[src/rtl/chunked_add_sub.sv]
// Multi-cycle two's-complement adder/subtractor, one CHUNK-bit ripple slice per clock, LSB first.
// Optional macro ADDSUB_SAT_EN clamps the result to the signed range on overflow.
module chunked_add_sub #(
   parameter int WIDTH = 16,
   parameter int CHUNK = 4
) (
   input  logic             clk,
   input  logic             rst,
   input  logic             start,
   input  logic             sub,
   input  logic [WIDTH-1:0] a,
   input  logic [WIDTH-1:0] b,
   output logic             busy,
   output logic             done,
   output logic [WIDTH-1:0] s,
   output logic             c_out,
   output logic             ovf
);

   localparam int NCH = WIDTH / CHUNK;
   localparam int IW  = (NCH > 1) ? $clog2(NCH) : 1;

   typedef enum logic [1:0] {IDLE, RUN, DONE} state_t;

   state_t           state_q, state_d;
   logic [WIDTH-1:0] a_q, b_q, sum_q, sum_next, s_fin;
   logic             carry_q;
   logic [IW-1:0]    idx_q;
   logic [CHUNK-1:0] a_sl, b_sl, sl;
   logic             cy, c_msb, last, accept;

   // Operands shift right each cycle so the active slice is always the low CHUNK bits;
   // the working sum fills from the top and is complete after the last slice.
   always_comb begin
      a_sl     = a_q[CHUNK-1:0];
      b_sl     = b_q[CHUNK-1:0];
      {cy, sl} = {1'b0, a_sl} + {1'b0, b_sl} + {{CHUNK{1'b0}}, carry_q};
      c_msb    = a_sl[CHUNK-1] ^ b_sl[CHUNK-1] ^ sl[CHUNK-1];
      sum_next = (sum_q >> CHUNK) | (WIDTH'(sl) << (WIDTH - CHUNK));
      last     = (idx_q == IW'(NCH - 1));
      accept   = start && (state_q != RUN);
   end

`ifdef ADDSUB_SAT_EN
   always_comb begin
      s_fin = sum_next;
      if (c_msb ^ cy)
         s_fin = a_sl[CHUNK-1] ? {1'b1, {(WIDTH-1){1'b0}}} : {1'b0, {(WIDTH-1){1'b1}}};
   end
`else
   always_comb s_fin = sum_next;
`endif

   always_comb begin
      state_d = state_q;
      busy    = 1'b0;
      done    = 1'b0;
      case (state_q)
         IDLE: if (start) state_d = RUN;
         RUN: begin
            busy = 1'b1;
            if (last) state_d = DONE;
         end
         DONE: begin
            done    = 1'b1;
            state_d = start ? RUN : IDLE;
         end
         default: state_d = IDLE;
      endcase
   end

   always_ff @(posedge clk or posedge rst) begin
      if (rst) begin
         state_q <= IDLE;
         a_q     <= '0;
         b_q     <= '0;
         sum_q   <= '0;
         carry_q <= 1'b0;
         idx_q   <= '0;
         s       <= '0;
         c_out   <= 1'b0;
         ovf     <= 1'b0;
      end else begin
         state_q <= state_d;
         if (accept) begin
            a_q     <= a;
            b_q     <= sub ? ~b : b;
            carry_q <= sub;
            idx_q   <= '0;
            sum_q   <= '0;
         end else if (state_q == RUN) begin
            a_q     <= a_q >> CHUNK;
            b_q     <= b_q >> CHUNK;
            carry_q <= cy;
            idx_q   <= idx_q + IW'(1);
            sum_q   <= sum_next;
            if (last) begin
               s     <= s_fin;
               c_out <= cy;
               ovf   <= c_msb ^ cy;
            end
         end
      end
   end

endmodule

[config.mk]
export PLATFORM = sky130hd
export DESIGN_NAME = chunked_add_sub
export DESIGN_NICKNAME = d
export VERILOG_FILES = /design/src/rtl/chunked_add_sub.sv
export SDC_FILE = /design/constraint.sdc
export NUM_CORES = 1
export LEC_CHECK = 0
export ABC_CLOCK_PERIOD_IN_PS = 2830
export BUFFER_PORTS_ARGS = -buffer_cell sky130_fd_sc_hd__buf_2
export CAP_MARGIN = 20
export CORE_UTILIZATION = 55
export DETAILED_ROUTE_END_ITERATION = 16
export PLACE_DENSITY = 0.82
export SYNTH_ARGS = -nofsm -noshare
export SYNTH_HDL_FRONTEND = slang
export SYNTH_SLANG_ARGS = --single-unit
[constraint.sdc]
create_clock -name clk -period 2.83 [get_ports clk]
set_input_delay 0 -clock clk [delete_from_list [all_inputs] [get_ports clk]]
set_output_delay 0 -clock clk [all_outputs]
set_load 0.02 [all_outputs]
==> metrics.txt <==
# TYPE chip_impl_metric gauge
chip_impl_info{name="cp-endpoint",value="ovf"} 1
chip_impl_metric{name="drive_above_1_share",unit="%"} 24.2
chip_impl_metric{name="min_period_over_period",unit="%"} 74.6
chip_impl_metric{name="power.total",unit="mW"} 3.82
chip_impl_metric{name="grt_start_max_net_pins",unit=""} 60
chip_impl_metric{name="cts_made_buffers",unit=""} 9
chip_impl_metric{name="irDropWorstVdd",unit="V"} 0.000821
chip_impl_metric{name="average_detailed_routed_wire_length_per_instance",unit="um"} 13.7
chip_impl_info{name="top_usage_layer",value="met2"} 1
chip_impl_metric{name="grt-ovfl-total",unit=""} 0
chip_impl_metric{name="cts.htree.levels",unit=""} 3
chip_impl_info{name="critPathMostFrequentCell",value="fa_1"} 1
chip_impl_metric{name="rrSetupSlack",unit="ps"} 720
chip_impl_metric{name="power.internal",unit="mW"} 2.40
chip_impl_info{name="grt_setup_unrepaired",value="false"} 1
chip_impl_metric{name="p_per_area",unit="nW/um^2"} 1020
chip_impl_metric{name="yosysUniqueCellTypes",unit=""} 25
chip_impl_metric{name="worst_path_largest_cell_delay",unit="ps"} 460
chip_impl_info{name="critical_path.reg2reg.endpoint",value="ovf"} 1
chip_impl_metric{name="fin_setup_tns",unit="ps"} 0
chip_impl_info{name="startpoint_type",value="register"} 1
chip_impl_metric{name="leakage",unit="nW"} 1.86
chip_impl_metric{name="max_cap_viol_count",unit=""} 0
chip_impl_metric{name="maxSlewHeadroom",unit="%"} 53.7
chip_impl_metric{name="grt_first_pass_wirelength",unit="um"} 10200
chip_impl_info{name="clock_tree_from_tritoncts",value="done"} 1
chip_impl_metric{name="required_time_at_the_endpoint_of_the_critical_path",unit="ps"} 3030
chip_impl_metric{name="worst-r2r-cell-count",unit=""} 6
chip_impl_metric{name="critical_path.max_fanout",unit=""} 3
chip_impl_metric{name="vias_per_cell",unit=""} 5.12
chip_impl_metric{name="grt_util_met2",unit="%"} 39.4
chip_impl_metric{name="postSynthAreaPerCell",unit="um^2"} 10.7
chip_impl_metric{name="max_slew.worst_pin.slew",unit="ps"} 693
chip_impl_metric{name="drt_wl_total",unit="um"} 5930
chip_impl_metric{name="detail_route.drc_violations",unit=""} 0
chip_impl_metric{name="layout.nets",unit=""} 401
chip_impl_metric{name="areaGrowthSynthToFinish",unit="%"} 21.6
chip_impl_info{name="timing.critical_path.cells",value="fa_1 -> fa_1 -> a21o_1 -> a21oi_1 -> xnor2_1 -> o21ai_0"} 1
chip_impl_metric{name="met3_global_route_usage",unit="%"} 3.45
chip_impl_metric{name="initial_utilization",unit="%"} 58.6
chip_impl_info{name="critical_path.startpoint",value="a_q[0]"} 1
chip_impl_info{name="cp-end-kind",value="register"} 1
chip_impl_info{name="timing.critical_path.slowest_stage_cell",value="fa_1"} 1
chip_impl_metric{name="post-route-min-period",unit="ps"} 2110
chip_impl_metric{name="power.switching",unit="mW"} 1.42
chip_impl_info{name="hp-class",value="in2reg"} 1
chip_impl_metric{name="fp.dieW",unit="um"} 76.9
chip_impl_metric{name="hold-worst-slack",unit="ps"} 94.2
chip_impl_metric{name="proportion_of_synthesized_chip_area_in_sequential_cells",unit="%"} 54.3
chip_impl_metric{name="worstPathArrival",unit="ps"} 2310
chip_impl_metric{name="placeableCoreArea",unit="um^2"} 5270
chip_impl_metric{name="antenna-diode-count",unit=""} 0
chip_impl_metric{name="maxSlewViolCount",unit=""} 0
chip_impl_metric{name="clk_network_pwr_share",unit="%"} 19.9
chip_impl_metric{name="cells_after_synthesis",unit=""} 288
chip_impl_metric{name="via_count_of_the_routed_design",unit=""} 2220
chip_impl_metric{name="cts.path.max_buffers",unit=""} 2
chip_impl_metric{name="routabilityCongestion",unit=""} 0.771
chip_impl_metric{name="detail-route-antenna-nets",unit=""} 0
chip_impl_metric{name="io_buffers",unit=""} 55
chip_impl_metric{name="globalRouteMet1Util",unit="%"} 26.6
chip_impl_info{name="r2r-start",value="a_q[0]"} 1
chip_impl_metric{name="hold_viol_final",unit=""} 0
chip_impl_metric{name="switching_share",unit="%"} 37.1
chip_impl_metric{name="hold_depth",unit=""} 5
chip_impl_metric{name="die_y",unit="um"} 76.9
chip_impl_metric{name="p_comb_share",unit="%"} 37.5
chip_impl_info{name="clockRootBuffer",value="clkbuf_8"} 1
chip_impl_metric{name="yosysWarnings",unit=""} 0
chip_impl_info{name="crit_type",value="reg2reg"} 1
chip_impl_metric{name="fp-row-count",unit=""} 26
chip_impl_metric{name="power.sequential.fraction",unit="%"} 42.6
chip_impl_metric{name="yosys_register_bits",unit=""} 67
chip_impl_metric{name="clock_input_transition_at_the_sequential_cells_of_the_worst_setup_and_hold_paths",unit="ps"} 70
chip_impl_metric{name="layout.filler_cells",unit=""} 399
chip_impl_metric{name="clk-insertion-delay-late",unit="ps"} 330
chip_impl_info{name="status",value="complete, no violations"} 1
chip_impl_metric{name="final_report_setup_violation_count",unit=""} 0
chip_impl_metric{name="design.die.area",unit="um^2"} 5920
chip_impl_metric{name="mappedNetlistArea",unit="um^2"} 3090
chip_impl_metric{name="antenna_violations_before_repair",unit=""} 0
chip_impl_metric{name="grt_usage",unit="%"} 22.1
chip_impl_metric{name="drt_first_pass_iters",unit=""} 4
chip_impl_metric{name="place.detailed.hpwl",unit="um"} 3670
chip_impl_metric{name="final_util",unit="%"} 71.2
chip_impl_metric{name="num_io_pins",unit=""} 56
chip_impl_metric{name="grt_pass1_vias",unit=""} 2298
chip_impl_metric{name="synthesis.nets",unit=""} 330
chip_impl_metric{name="timing.fmax",unit="MHz"} 474
chip_impl_metric{name="post_cts_buffers",unit=""} 0
chip_impl_metric{name="drt_iter0_markers",unit=""} 92
chip_impl_metric{name="clock_sink_count",unit=""} 67
chip_impl_metric{name="worst_clock_skew",unit="ps"} 6.04
## cells in the mapped netlist
master	n	share of area, %
xnor2_1	18	5.1
clkbuf_1	8	0.97
a21oi_1	15	2.4
nand2_4	1	0.36
buf_4	3	0.73
buf_6	4	1.5
fa_1	2	1.3
ha_1	4	1.6
o22ai_1	1	0.20
o21ai_0	42	6.8
buf_2	5	0.81
dfrtp_1	67	54
nor2b_1	2	0.41
nand2_1	50	6.1
nand3_1	3	0.49
a21o_1	2	0.49
xor2_1	1	0.28
nand2b_1	1	0.20
clkinv_4	1	0.28
mux2_2	3	1.1
inv_1	3	0.36
nor2_1	20	2.4
a211oi_1	5	1.2
mux2_4	11	5.4
mux2i_1	16	5.2
## layer usage
layer,vias up,share of wire [%]
li1,1099,-
met1,1061,43
met2,53,53
met3,7,3.6
met4,0,1.0
met5,-,0
## flip-flops by register name, summed over array words and instances, names as in the netlist, 2 cells and up
| name | count |
|---|---|
| sum_q | 12 |
| b_q | 16 |
| state_q | 2 |
| a_q | 16 |
| s | 16 |
| idx_q | 2 |
## layout by cell type (no fill, tap or decap)
master         Yosys  layout
dfrtp_1           67      67
buf_2              5      55
nand2_1           50      50
o21ai_0           42      42
dlygate4sd3_1      0      21
nor2_1            20      20
xnor2_1           18      18
mux2i_1           16      16
a21oi_1           15      15
mux2_4            11      11
clkbuf_8           0      10
a211oi_1           5       5
ha_1               4       4
clkbuf_1           8       4
buf_4              3       4
nand3_1            3       3
mux2_2             3       3
inv_1              3       2
nor2b_1            2       2
a21o_1             2       2
fa_1               2       2
nand2b_1           1       1
clkinv_4           1       1
nand2_4            1       1
o22ai_1            1       1
inv_2              0       1
xor2_1             1       1
clkinv_2           0       1
bufinv_16          0       1
## metrics by stage
stage | std cells | setup WS, ps | cell area (um^2)
floorplan | 288 | 874 | 3090
detailed placement | 397 | 755 | 3360
global placement | 397 | 792 | 3360
CTS | 434 | 752 | 3750
global route | 434 | 618 | 3750
finish | 434 | 719 | 3750
## final cells by class
cell class	count	area, um^2	share of cell area, %
inverters	4	20.0	0.533
multi-input cells	197	1270	33.8
flip-flops and latches	67	1680	44.7
clock buffers	14	153	4.07
repair buffers	80	515	13.7
clock inverters	2	35.0	0.933
well taps	70	87.6	2.33
## critical path: cells and delay by family (launching register included)
kind | cells | cell delay, ps
AO/OA/AOI/OAI | 3 | 550
XOR/XNOR | 1 | 160
adder cells (fa/ha/maj) | 2 | 870
flip-flops | 1 | 400
## cell families after synthesis
family,Yosys count,share of synthesized area [%]
AOI/OAI and AO/OA,65,11.1
xor gates and xnor gates,19,5.39
adders and majority gates,6,2.92
buffers and inverters,24,4.62
DFF,67,54.3
muxes,30,11.6
and+or+nand+nor,77,9.97
## repair_timing
item                      4_1_cts  5_1_grt
hold buffers                   21        0
hold endpoints to repair       36        0
gates resized for setup         0        0
## power by group through the flow
stage                     registers, mW  clock network [mW]  logic (mW)
after global routing               1.67               0.817        1.60
final                              1.62               0.760        1.43
after CTS                          1.63               0.778        1.44
after floorplan                    1.72                   0       0.978
after global placement             1.61                   0        1.34
after detailed placement           1.64                   0        1.41
## worst min-delay path by stage
stage          start      end
3_3_place_gp     rst   a_q[3]
5_1_grt        b[10]  b_q[10]
4_1_cts        b[10]  b_q[10]
6_report       b[10]  b_q[10]
2_1_floorplan  a[12]  a_q[12]
3_5_place_dp     rst   a_q[3]
Note: power is estimated with default switching activity, not from simulation.
